[src/rtl/paced_frame_generator.sv]
// paced_frame_generator
//   Ethernet + IPv4 test-frame source for one tester port. Emits a train of
//   frames (sequence number + LFSR payload) on an AXI-Stream master with a
//   programmable inter-frame gap and an optional frame-count limit.
//   Optional feature macro: FRAME_GEN_TIMESTAMP_EN (64-bit cycle timestamp at
//   bytes 38..45 of every frame; when undefined those bytes carry payload).
//   TEST_FRAME_TOS / TEST_FRAME_PROTO may be predefined to override the header
//   TOS and protocol bytes.

`ifndef TEST_FRAME_TOS
`define TEST_FRAME_TOS 8'h00
`endif
`ifndef TEST_FRAME_PROTO
`define TEST_FRAME_PROTO 8'hFD
`endif

module paced_frame_generator #(
  parameter int DATA_WIDTH = 512,
  parameter int ID_WIDTH   = 3,
  parameter int GAP_WIDTH  = 16,
  parameter int CNT_WIDTH  = 32
) (
  input  logic                    clk,
  input  logic                    rst,
  input  logic                    start,
  input  logic                    stop,
  input  logic [15:0]             cfg_frame_size,
  input  logic [GAP_WIDTH-1:0]    cfg_gap,
  input  logic [CNT_WIDTH-1:0]    cfg_count,
  input  logic [47:0]             cfg_src_mac,
  input  logic [47:0]             cfg_dst_mac,
  input  logic [31:0]             cfg_src_ip,
  input  logic [31:0]             cfg_dst_ip,
  output logic                    busy,
  output logic                    done,
  output logic [CNT_WIDTH-1:0]    frames_sent,
  output logic [DATA_WIDTH-1:0]   axis_m_data,
  output logic [DATA_WIDTH/8-1:0] axis_m_keep,
  output logic                    axis_m_last,
  output logic [DATA_WIDTH/8-1:0] axis_m_user,
  output logic [ID_WIDTH-1:0]     axis_m_id,
  output logic                    axis_m_valid,
  input  logic                    axis_m_ready
);

  localparam int BYTES = DATA_WIDTH / 8;
  localparam int LOG2B = $clog2(BYTES);
  localparam logic [15:0]           BYTES_M1 = 16'(BYTES - 1);
  localparam logic [CNT_WIDTH-1:0]  CNT_ONE  = 1;
  localparam logic [GAP_WIDTH-1:0]  GAP_ONE  = 1;
  localparam logic [BYTES-1:0]      KEEP_ONE = 1;
  localparam logic [15:0]           LFSR_SEED = 16'hACE1;

  if ((DATA_WIDTH % 64) != 0 || DATA_WIDTH < 512) begin : g_width_check
    $error("paced_frame_generator: DATA_WIDTH must be a multiple of 64 and >= 512");
  end

  typedef enum logic [1:0] {IDLE, SEND, GAP} state_t;

  // x^16 + x^14 + x^13 + x^11 + 1, maximal length, never reaches zero from a non-zero seed
  function automatic logic [15:0] lfsr_step(input logic [15:0] l);
    return {l[14:0], l[15] ^ l[13] ^ l[12] ^ l[10]};
  endfunction

  // Frame size saturates to the legal untagged Ethernet range (FCS excluded)
  function automatic logic [15:0] clamp_size(input logic [15:0] s);
    if (s < 16'd60)        return 16'd60;
    else if (s > 16'd1514) return 16'd1514;
    else                   return s;
  endfunction

  function automatic logic [15:0] bswap16(input logic [15:0] x);
    return {x[7:0], x[15:8]};
  endfunction

  function automatic logic [31:0] bswap32(input logic [31:0] x);
    return {x[7:0], x[15:8], x[23:16], x[31:24]};
  endfunction

`ifdef FRAME_GEN_TIMESTAMP_EN
  function automatic logic [63:0] bswap64(input logic [63:0] x);
    return {bswap32(x[31:0]), bswap32(x[63:32])};
  endfunction
`endif

  // One's-complement header checksum; flags/fragment word and checksum field are zero
  function automatic logic [15:0] ip_csum(input logic [15:0] len, input logic [15:0] id,
                                          input logic [31:0] sip, input logic [31:0] dip);
    logic [19:0] s;
    s = {4'h0, 8'h45, `TEST_FRAME_TOS} + {4'h0, len} + {4'h0, id} +
        {4'h0, 8'd64, `TEST_FRAME_PROTO} +
        {4'h0, sip[31:16]} + {4'h0, sip[15:0]} + {4'h0, dip[31:16]} + {4'h0, dip[15:0]};
    s = {4'h0, s[15:0]} + {16'h0, s[19:16]};
    s = {4'h0, s[15:0]} + {16'h0, s[19:16]};
    return ~s[15:0];
  endfunction

  state_t                state;
  logic                  stop_q;
  logic                  done_q;
  logic [CNT_WIDTH-1:0]  frames_q;
  logic [CNT_WIDTH-1:0]  seq_q;
  logic [15:0]           beat_idx;
  logic [GAP_WIDTH-1:0]  gap_cnt;
  logic [15:0]           id_lfsr;

  // Job configuration and per-frame header state (not reset; gated by valid at the output)
  logic [15:0]           size_q;
  logic [GAP_WIDTH-1:0]  gap_q;
  logic [CNT_WIDTH-1:0]  count_q;
  logic [47:0]           src_mac_q;
  logic [47:0]           dst_mac_q;
  logic [31:0]           src_ip_q;
  logic [31:0]           dst_ip_q;
  logic [15:0]           id_q;
  logic [15:0]           pay_q;

  logic                  valid;
  logic                  hs;
  logic                  last_beat;
  logic                  end_frame;
  logic                  load_hdr;
  logic [15:0]           n_beats;
  logic [15:0]           ip_len;
  logic [15:0]           csum;
  logic [CNT_WIDTH-1:0]  frames_next;
  logic [LOG2B-1:0]      rem;
  logic [BYTES-1:0]      last_keep;
  logic [303:0]          hdr;
  logic [DATA_WIDTH-1:0] frame;

  assign valid       = (state == SEND);
  assign hs          = valid && axis_m_ready;
  assign n_beats     = (size_q + BYTES_M1) >> LOG2B;
  assign last_beat   = (beat_idx == n_beats - 16'd1);
  assign frames_next = frames_q + CNT_ONE;
  assign end_frame   = stop_q || stop || ((count_q != '0) && (frames_next == count_q));
  assign ip_len      = size_q - 16'd14;
  assign csum        = ip_csum(ip_len, id_q, src_ip_q, dst_ip_q);
  assign rem         = size_q[LOG2B-1:0];
  assign last_keep   = (rem == '0) ? '1 : ((KEEP_ONE << rem) - KEEP_ONE);

  // A fresh header is loaded on start, on a back-to-back frame boundary, and at gap expiry
  assign load_hdr = ((state == IDLE) && start) ||
                    ((state == SEND) && hs && last_beat && !end_frame && (gap_q == '0)) ||
                    ((state == GAP) && !stop && (gap_cnt == GAP_ONE));

  // Header bytes 0..37 in wire order, byte 0 in the least significant position
  assign hdr = {bswap32(32'(seq_q)), bswap32(dst_ip_q), bswap32(src_ip_q), bswap16(csum),
                `TEST_FRAME_PROTO, 8'd64, 16'h0000, bswap16(id_q), bswap16(ip_len),
                `TEST_FRAME_TOS, 8'h45, 8'h00, 8'h08, src_mac_q, dst_mac_q};

`ifdef FRAME_GEN_TIMESTAMP_EN
  logic [63:0] ts_cnt;
  logic [63:0] ts_q;

  // Free-running cycle counter, captured when each frame header is loaded
  always_ff @(posedge clk) begin
    if (rst) ts_cnt <= '0;
    else     ts_cnt <= ts_cnt + 64'd1;
    if (load_hdr) ts_q <= ts_cnt;
  end
`endif

  // Beat contents: payload LFSR replicated, with the header overlaid on beat 0
  always_comb begin
    frame = {(BYTES/2){pay_q}};
    if (beat_idx == 16'd0) begin
      frame[303:0] = hdr;
`ifdef FRAME_GEN_TIMESTAMP_EN
      frame[367:304] = bswap64(ts_q);
`endif
    end
  end

  // Free-running LFSR that supplies the IPv4 identification of each frame
  always_ff @(posedge clk) begin
    if (rst) id_lfsr <= LFSR_SEED;
    else     id_lfsr <= lfsr_step(id_lfsr);
  end

  // Control FSM: IDLE -> SEND -> (SEND | GAP | IDLE), GAP -> SEND | IDLE
  always_ff @(posedge clk) begin
    if (load_hdr) begin
      id_q  <= id_lfsr;
      pay_q <= id_lfsr;
    end else if (hs && !last_beat) begin
      pay_q <= lfsr_step(pay_q);
    end
    if (rst) begin
      state    <= IDLE;
      stop_q   <= 1'b0;
      done_q   <= 1'b0;
      frames_q <= '0;
      seq_q    <= '0;
      beat_idx <= '0;
      gap_cnt  <= '0;
    end else begin
      done_q <= 1'b0;
      case (state)
        IDLE: begin
          if (start) begin
            size_q    <= clamp_size(cfg_frame_size);
            gap_q     <= cfg_gap;
            count_q   <= cfg_count;
            src_mac_q <= cfg_src_mac;
            dst_mac_q <= cfg_dst_mac;
            src_ip_q  <= cfg_src_ip;
            dst_ip_q  <= cfg_dst_ip;
            stop_q    <= stop;
            frames_q  <= '0;
            seq_q     <= '0;
            beat_idx  <= '0;
            state     <= SEND;
          end
        end
        SEND: begin
          if (stop) stop_q <= 1'b1;
          if (hs) begin
            if (!last_beat) begin
              beat_idx <= beat_idx + 16'd1;
            end else begin
              frames_q <= frames_next;
              seq_q    <= seq_q + CNT_ONE;
              beat_idx <= '0;
              if (end_frame) begin
                state  <= IDLE;
                done_q <= 1'b1;
                stop_q <= 1'b0;
              end else if (gap_q != '0) begin
                state   <= GAP;
                gap_cnt <= gap_q;
              end
            end
          end
        end
        GAP: begin
          if (stop) begin
            state  <= IDLE;
            done_q <= 1'b1;
            stop_q <= 1'b0;
          end else if (gap_cnt == GAP_ONE) begin
            state <= SEND;
          end else begin
            gap_cnt <= gap_cnt - GAP_ONE;
          end
        end
        default: state <= IDLE;
      endcase
    end
  end

  assign busy         = (state != IDLE);
  assign done         = done_q;
  assign frames_sent  = frames_q;
  assign axis_m_valid = valid;
  assign axis_m_data  = valid ? frame : '0;
  assign axis_m_keep  = valid ? (last_beat ? last_keep : '1) : '0;
  assign axis_m_last  = valid && last_beat;
  assign axis_m_user  = '0;
  assign axis_m_id    = '0;

endmodule
[config.mk]
export PLATFORM = sky130hd
export DESIGN_NAME = paced_frame_generator
export DESIGN_NICKNAME = d
export VERILOG_FILES = /design/src/rtl/paced_frame_generator.sv
export SDC_FILE = /design/constraint.sdc
export NUM_CORES = 1
export LEC_CHECK = 0
export BUFFER_PORTS_ARGS = -buffer_cell sky130_fd_sc_hd__buf_2
export CAP_MARGIN = 15
export CORE_AREA = 2 2 350 352
export DETAILED_ROUTE_END_ITERATION = 6
export DIE_AREA = 0 0 352 354
export GPL_TIMING_DRIVEN = 1
export HOLD_SLACK_MARGIN = 0.05
export PLACE_DENSITY = 0.5
export SLEW_MARGIN = 20
export SYNTH_ARGS = -nofsm -noshare
export SYNTH_HDL_FRONTEND = slang
export SYNTH_SLANG_ARGS = --single-unit
[constraint.sdc]
create_clock -name clk -period 17.1 [get_ports clk]
set_input_delay 4.275 -clock clk [delete_from_list [all_inputs] [get_ports clk]]
set_output_delay 4.275 -clock clk [all_outputs]
set_load 0.05 [all_outputs]
==> results.cfg, run 1 <==
[run_status]
status = finished, final reports clean

[hold_path]
min_path_type = reg2reg
hold_start = id_lfsr[3]

[synth]
yosys.area.top_type_share_pct = 30.45
yosysWarnings = 0
synthFlopType = edfxtp_1
synth_top_area_cell = edfxtp_1
ys_top_cells_by_area = edfxtp_1 (30%), dfxtp_1 (9.2%), buf_4 (8.8%), nor2_1 (6.0%), fa_1 (5.0%)
syn-instance-count = 2860
synth-seq-cells = 372
ys_types = 87
synth_edf_count = 256
synth_area_sq_um = 25240
yosysSeqAreaShare_pct = 39.65
syn_avg_cell_area_sq_um = 8.826
async_reset_ff_share_pct = 0

[sta]
slew_violations = 0
holdWs_ps = 470.2
fin_skew_ps = 34.39
rsz0062_at_grt = no
fin_crit_ps = 15440
setup_viol = 0
hold_violations = 0
fmax_mhz = 64.77
slew_headroom_pct = 27.45
tightestPinTransition_ps = 1088
final.setup.tns_ps = 0
finalCritPeriodShare_pct = 90.29

[grt]
overflow = 0
antenna_found_initial = 26
grt_usage_pct = 17.92
grt_max_degree = 81
grt_pass1_vias = 21276
grt_pass1_wl_mm = 161.9

[layout]
final_common_cell = buf_2
area_growth_pct = 22.76
drive_above_1_share_pct = 30.10
fin_cells = 5070
fillers = 13228
final_cell_mix = buf_2 (840), nor2_1 (400), edfxtp_1 (256)
fin_util_pct = 25.63
nets = 3747

[worst_setup_path]
startpoint = size_q[4]
endpoint_kind = output port
criticalPathCategory = reg2out
slowest_delay_ps = 860
required_ps = 12820
cp-start-kind = flip-flop
cp_slowest_cell = nor4_1
critPathMaxFanout = 41
r2r_start = size_q[1]
arrival_ps = 11160
cp.buffers_inverters = 3
cpLargestDelayFamily = simple AND/OR/NAND/NOR gates

[floorplanning]
fp.dieW_microns = 352
core_sq_um = 120900
std_cell_rows = 128
design.die.area_sq_um = 124600
die_y_microns = 354
ios = 908
start_util_pct = 20.88

[clock_network]
clk_latency_ps = 610
cts_setup_buffers = 0
cts-buffers-inserted = 48
clkSinkCount = 372
cts_hold_buf = 0
clkTransAtPathRegs_ps = 60
cts.repair.resized = 0
cts_tree = done
cts_root_buf = clkbuf_16
cts_buffer_depth = 3
htree_num_levels = 2

[job]
cap_violations = 0

[drt]
vias = 22600
routed_wl_mm = 117.5
drc = 0
ant_nets = 0
vias_per_cell = 4.458
dr.first_iter.drc_count = 1839
drt_pre_antenna_iters = 6
drt-wirelength-per-cell_microns = 23.17

[placed_design]
hpwl_mm = 92.89
io_buffers = 840
placedCellCount = 4974
gp_congestion = 0.9234

[power]
p_per_area_nw_per_um2 = 158.1
ir_drop_mv = 0.1221
cellLeakagePower_uw = 0.01399
## metrics by stage
stage                     area, sq um  worst slack (ps)  power (uW)
after floorplan                 25510              2303        3124
after global routing            30980             966.0        5145
after global placement          29300              2447        3861
final                           30990              1661        4898
after detailed placement        29300              2352        3847
after CTS                       30950              1664        4960
## where the power goes
| group | switching [uW] | total [uW] | leakage (uW) | internal, uW |
|---|---|---|---|---|
| registers | 40.6 | 1060 | 0.00331 | 1020 |
| clock network | 448 | 1080 | 0.000808 | 635 |
| logic | 2040 | 2750 | 0.00987 | 709 |
## logic make-up (layout without fill, tap and decap cells)
logic type	after synthesis	in the layout	synth area share, %
simple gates	992	992	18.44
buf+inv	662	1170	14.40
compound gates	511	511	12.39
flops	372	372	39.65
xor+xnor	164	164	5.690
fa+ha+maj	118	118	7.722
mux	40	40	1.680
other cells	1	78	0.01486
## metal layers
layer  vias up  share of wire, %  GRT usage [%]
met4        14               3.3          5.639
met2       922                50          31.55
met1     10998                40          21.77
met3       150               7.1          3.680
li1      10516                 -              -
met5         -             0.063              0
## state kept, by name (all words and copies together) (netlist names)
register and flops:
dst_mac_q 48, src_mac_q 48, count_q 32, dst_ip_q 32, frames_sent 32, seq_q 32
src_ip_q 32, beat_idx 16, gap_cnt 16, gap_q 16, id_lfsr 16, id_q 16
pay_q 16, size_q 16, state 2, done 1, stop_q 1
## layout make-up
cell class | instances | area (sq um) | share of cell area [%]
multi-input cells | 1897 | 12000 | 38.72
flip-flops and latches | 372 | 10010 | 32.30
repair buffers | 883 | 4534 | 14.63
well taps | 1625 | 2033 | 6.561
clock buffers | 58 | 1334 | 4.304
inverters | 198 | 745.7 | 2.406
clock inverters | 31 | 319.1 | 1.030
diodes | 6 | 15.01 | 0.04845
## synthesized netlist by cell type (7+ instances only)
master    count
nor3b_1      13
a22oi_1       7
o21ai_0      76
nor2b_1      24
a31oi_1      29
nand2_1     201
and3_1       24
dfxtp_1     116
o21ai_1      13
buf_4       296
xnor2_1     109
edfxtp_1    256
a22o_1        8
mux2i_1      21
ha_1         55
a21o_1       25
xor2_1       55
nand4_1      41
a21boi_0     10
or3_1        15
buf_2        14
or2_2        18
mux2_2       19
nor3_1       55
a211oi_1     11
o21a_1        7
nand2b_1     22
and2_1       23
clkbuf_1    140
and4_1        8
o21bai_1      7
inv_1       196
nand3_1      65
fa_1         63
nor2_1      402
a21oi_1     235
buf_1        11
nor4_1       49
## path summary, 6_finish.rpt
check	to	slack [ps]	depth (start not counted)
setup / recovery	axis_m_data[199]	1660	38
hold reg to reg	id_q[3]	470	0
setup reg to reg	gap_cnt[8]	10860	20
hold / removal	id_q[3]	470	0
## worst reg2reg max path: stages (launching register included)
cell	delay [ps]
edfxtp_1	320
buf_4	260
inv_1	280
ha_1	320
a21boi_4	300
nand2_1	230
nand2_1	140
xor2_1	70
ha_1	260
nand2_1	90
a211oi_1	50
a311oi_1	730
xnor2_1	190
o211a_1	160
o2111ai_1	110
or3b_1	430
or4_1	870
o41a_1	770
buf_8	260
o21ba_2	230
o221a_2	170
No activity file was read; power rests on OpenSTA's default activity.
==> inputs of run 2 (changes only) <==
--- a/config.mk
+++ b/config.mk
@@ -6,13 +6,13 @@
 export NUM_CORES = 1
 export LEC_CHECK = 0
 export BUFFER_PORTS_ARGS = -buffer_cell sky130_fd_sc_hd__buf_2
-export CAP_MARGIN = 15
 export CORE_AREA = 2 2 350 352
 export DETAILED_ROUTE_END_ITERATION = 6
 export DIE_AREA = 0 0 352 354
 export GPL_TIMING_DRIVEN = 1
 export HOLD_SLACK_MARGIN = 0.05
-export PLACE_DENSITY = 0.5
+export PLACE_DENSITY = 0.41
+export REMOVE_ABC_BUFFERS = 1
 export SLEW_MARGIN = 20
 export SYNTH_ARGS = -nofsm -noshare
 export SYNTH_HDL_FRONTEND = slang
==> run 2 against run 1 <==
Utilization hardly changed. Sequential power barely moved. Sequential share of layout area barely moved. Critical path type unchanged. Highest routed layer unchanged.
==> results.cfg, run 2 (synthesis gave the netlist of run 1 again) <==
[grt]
top_usage_layer = met2
grt_pass1_vias = 21711
grt_max_degree = 139
antenna_found_initial = 41
grt_usage_pct = 17.98
overflow = 0
met3_usage_pct = 3.876
gr-usage-met2_pct = 30.83
grt_pass1_wl_mm = 162.0
use_met1_pct = 22.73

[clock_network]
cts-buffers-inserted = 50
cts_root_buf = clkbuf_16
htree_num_levels = 2
cts_setup_buffers = 0
cts_buffer_depth = 3
cts.repair.resized = 0
clk_latency_ps = 640
cts_tree = done
cts_hold_buf = 0
clkSinkCount = 372
clkTransAtPathRegs_ps = 60

[drt]
drc = 0
drt-wirelength-per-cell_microns = 23.05
ant_nets = 0
vias = 22286
drt_pre_antenna_iters = 5
vias_per_cell = 4.391
routed_wl_mm = 117.0
dr.first_iter.drc_count = 1632

[sta]
fin_crit_ps = 15000
finalCritPeriodShare_pct = 87.70
fin_skew_ps = 31.20
tightestPinTransition_ps = 1246
setup_viol = 0
hold_violations = 0
fmax_mhz = 66.68
rsz0062_at_grt = no
slew_headroom_pct = 16.95
slew_violations = 0
final.setup.tns_ps = 0

[worst_setup_path]
slowest_delay_ps = 740
ff2ff_path_depth = 19
cp.buffers_inverters = 5
r2r_setup_slack_ps = 10490
arrival_ps = 10720
criticalPathCategory = reg2out
cp_slowest_cell = edfxtp_1
cp-start-kind = flip-flop
r2r_start = size_q[4]
endpoint_kind = output port
reg2reg_to = frames_sent[31]
cpLargestDelayFamily = simple AND/OR/NAND/NOR gates
worst-path-stages = 40
required_ps = 12820
critPathMaxFanout = 25

[layout]
drive_above_1_share_pct = 29.93
reg_top3 = dst_mac_q x48, src_mac_q x48
nets = 3744
fillers = 13262
final_common_cell = buf_2
area_growth_pct = 22.60
final_cell_mix = buf_2 (840), nor2_1 (400), edfxtp_1 (256)
finish.instance_area_sq_um = 30950

[power]
p_per_area_nw_per_um2 = 156.8
ir_drop_mv = 0.1606
cellLeakagePower_uw = 0.01394

[hold_path]
min_path_type = reg2reg
holdPathStages = 0
hold_start = id_lfsr[8]
hold_path_end = id_q[8]

[job]
cap_violations = 0

[placed_design]
io_buffers = 840
place_area_sq_um = 29290
gp_congestion = 0.8622
hpwl_mm = 90.58

[floorplanning]
ios = 908
die_y_microns = 354
start_util_pct = 20.88
design.die.area_sq_um = 124600
std_cell_rows = 128
core_sq_um = 120900
fp.dieW_microns = 352

[run_status]
status = finished, final reports clean
run 2: cell types whose count changed in the layout (fill, tap and decap cells not counted), moves of 3 or more:
cell and change:
buf_4 -5, diode_2 +6, clkbuf_1 +8, clkbuf_8 +4, clkinv_4 -3
run 2: worst max-delay path by stage:
stage,from,endpoint,slack [ps]
2_1_floorplan,start,count_q[0],2660
3_3_place_gp,size_q[4],axis_m_data[199],2980
3_5_place_dp,size_q[4],axis_m_data[199],2850
4_1_cts,size_q[4],axis_m_data[199],2090
5_1_grt,size_q[4],axis_m_data[199],1410
6_report,size_q[4],axis_m_data[199],2100
run 2: metal layers:
| metal | vias up | wire length [microns] |
|---|---|---|
| li1 | 10503 | - |
| met1 | 10785 | 50150 |
| met2 | 830 | 56980 |
| met3 | 158 | 6980 |
| met4 | 10 | 2809 |
| met5 | - | 62 |
run 2: where the power goes:
part | internal [uW] | switching [uW] | total [uW]
combinational | 707 | 2010 | 2720
sequential | 1020 | 42.1 | 1060
clock | 617 | 454 | 1070
run 2: cell type report:
class,instances,area [sq um],share of cell area (%)
clock inverters,24,232.7,0.7520
multi-input cells,1897,12000,38.77
diodes,12,30.03,0.09703
clock buffers,69,1394,4.504
well taps,1625,2033,6.570
repair buffers,878,4502,14.55
flip-flops and latches,372,10010,32.34
inverters,198,748.2,2.418
run 2: through the flow:
stage | hold WS [ps] | utilization, % | instances | total power [uW] | setup slack [ps]
finish | 445.5 | 25.59 | 5075 | 4852 | 2103
detailed placement | 431.4 | 24.22 | 4970 | 3806 | 2854
floorplan | 416.9 | - | 2467 | 3009 | 2659
global route | 459.1 | 25.58 | 5070 | 5115 | 1412
global placement | 431.3 | 24.22 | 4970 | 3818 | 2984
CTS | 447.3 | 25.57 | 5063 | 4916 | 2090
==> inputs of run 3 (changes only) <==
--- a/config.mk
+++ b/config.mk
@@ -5,7 +5,7 @@
 export SDC_FILE = /design/constraint.sdc
 export NUM_CORES = 1
 export LEC_CHECK = 0
-export BUFFER_PORTS_ARGS = -buffer_cell sky130_fd_sc_hd__buf_2
+export BUFFER_PORTS_ARGS = -buffer_cell sky130_fd_sc_hd__clkbuf_2
 export CORE_AREA = 2 2 350 352
 export DETAILED_ROUTE_END_ITERATION = 6
 export DIE_AREA = 0 0 352 354
==> run 3 against run 2 <==
Sequential power hardly changed. First-iteration DRC count is 4.1% lower. Routed wire length is 0.68% lower. Clock-buffer cell count is 11 higher. Critical path type unchanged. Largest cell class unchanged. Largest power group unchanged.
==> results.cfg, run 3 (synthesis gave the netlist of run 1 again) <==
[grt]
grt_usage_pct = 17.90
grt_pass1_vias = 21612
overflow = 0
grt_max_degree = 110
grt_pass1_wl_mm = 161.7
antenna_found_initial = 21

[clock_network]
cts_hold_buf = 0
cts_setup_buffers = 0
cts.repair.resized = 0
clkSinkCount = 372
clk_latency_ps = 640
cts_buffer_depth = 3
clkTransAtPathRegs_ps = 60
htree_num_levels = 2
cts_root_buf = clkbuf_16
cts_tree = done
cts-buffers-inserted = 51

[sta]
slew_violations = 0
final.setup.tns_ps = 0
rsz0062_at_grt = no
fmax_mhz = 65.57
fin_crit_ps = 15250
fin_skew_ps = 30.23
slew_headroom_pct = 28.84
setup_viol = 0
hold_violations = 0
finalCritPeriodShare_pct = 89.18
tightestPinTransition_ps = 1067

[floorplanning]
ios = 908
die_y_microns = 354
std_cell_rows = 128
core_sq_um = 120900
design.die.area_sq_um = 124600
start_util_pct = 20.88
fp.dieW_microns = 352

[placed_design]
io_buffers = 840
gp_congestion = 0.8669
hpwl_mm = 90.40
place_area_sq_um = 29310

[drt]
dr.first_iter.drc_count = 1565
ant_nets = 0
vias = 22346
routed_wl_mm = 116.2
drt-wirelength-per-cell_microns = 22.90
vias_per_cell = 4.404
drc = 0
drt_pre_antenna_iters = 5

[worst_setup_path]
cp-start-kind = flip-flop
required_ps = 12820
cp_slowest_cell = nor4_1
criticalPathCategory = reg2out
endpoint_kind = output port
critPathMaxFanout = 41
arrival_ps = 10980
slowest_delay_ps = 820

[job]
cap_violations = 0

[layout]
final_cell_mix = clkbuf_2 (840), nor2_1 (400), edfxtp_1 (256)
drive_above_1_share_pct = 29.88
fillers = 13289
finish.instance_area_sq_um = 30980
reg_top3 = dst_mac_q x48, src_mac_q x48
nets = 3748
final_common_cell = clkbuf_2
area_growth_pct = 22.72

[hold_path]
min_path_type = reg2reg

[power]
cellLeakagePower_uw = 0.01361
ir_drop_mv = 0.1725
p_per_area_nw_per_um2 = 156.3

[run_status]
status = finished, final reports clean
run 3: cell count changes in the layout (fill, tap and decap cells not counted), sizes merged:
| cell | delta |
|---|---|
| buf | -837 |
| clkbuf | +851 |
| clkinv | -6 |
| clkinvlp | -2 |
| diode | -7 |
run 3: layer usage:
metal | global-route usage, % | share of wire, % | up-vias | wire (microns)
met5 | 0 | 0.038 | - | 44
met1 | 23.00 | 44 | 10897 | 50700
li1 | - | - | 10524 | -
met3 | 3.366 | 5.2 | 140 | 6074
met4 | 3.803 | 2.0 | 6 | 2316
met2 | 31.07 | 49 | 779 | 57050
run 3: worst paths after layout:
path / depth (start not counted) / endpoint / startpoint / slack [ps]
worst max-delay path: 38 / axis_m_data[197] / size_q[4] / 1850
worst min-delay path: 0 / id_q[6] / id_lfsr[6] / 450
worst max register to register: 19 / gap_cnt[1] / size_q[2] / 10910
worst min register to register: 0 / id_q[6] / id_lfsr[6] / 450
run 3: where the power goes:
part	internal, uW	switching [uW]
logic	701	2000
registers	1020	38.6
clock network	632	447
total	2350	2490
run 3: stage by stage:
stage               std cells  setup slack (ps)  hold WS, ps  utilization, %  total power (uW)
floorplan                2467              2659        416.9               -              3009
global placement         4973              2697        433.6           24.24              3809
detailed placement       4973              2524        439.9           24.24              3800
CTS                      5069              1776        452.5           25.61              4911
global route             5072              1019        466.0           25.61              5111
finish                   5074              1849        454.2           25.62              4843
run 3: worst max-delay path, delay by kind of cell (launching register included):
| family | cells | cell delay (ps) |
|---|---|---|
| adder cells (fa/ha/maj) | 7 | 2550 |
| AND/OR/NAND/NOR | 14 | 4080 |
| AO/OA/AOI/OAI | 11 | 2120 |
| XOR/XNOR | 3 | 520 |
| buffers and inverters | 3 | 690 |
| flip-flops | 1 | 350 |
run 3: layout make-up:
| class | count | area, sq um | share of cell area [%] |
|---|---|---|---|
| antenna | 5 | 12.51 | 0.04039 |
| clock buffer | 80 | 1456 | 4.702 |
| clock inverter | 16 | 196.4 | 0.6341 |
| inverter | 198 | 748.2 | 2.415 |
| multi-input combinational | 1897 | 12000 | 38.73 |
| sequential | 372 | 10010 | 32.31 |
| tap | 1625 | 2033 | 6.564 |
| timing repair buffer | 881 | 4524 | 14.61 |
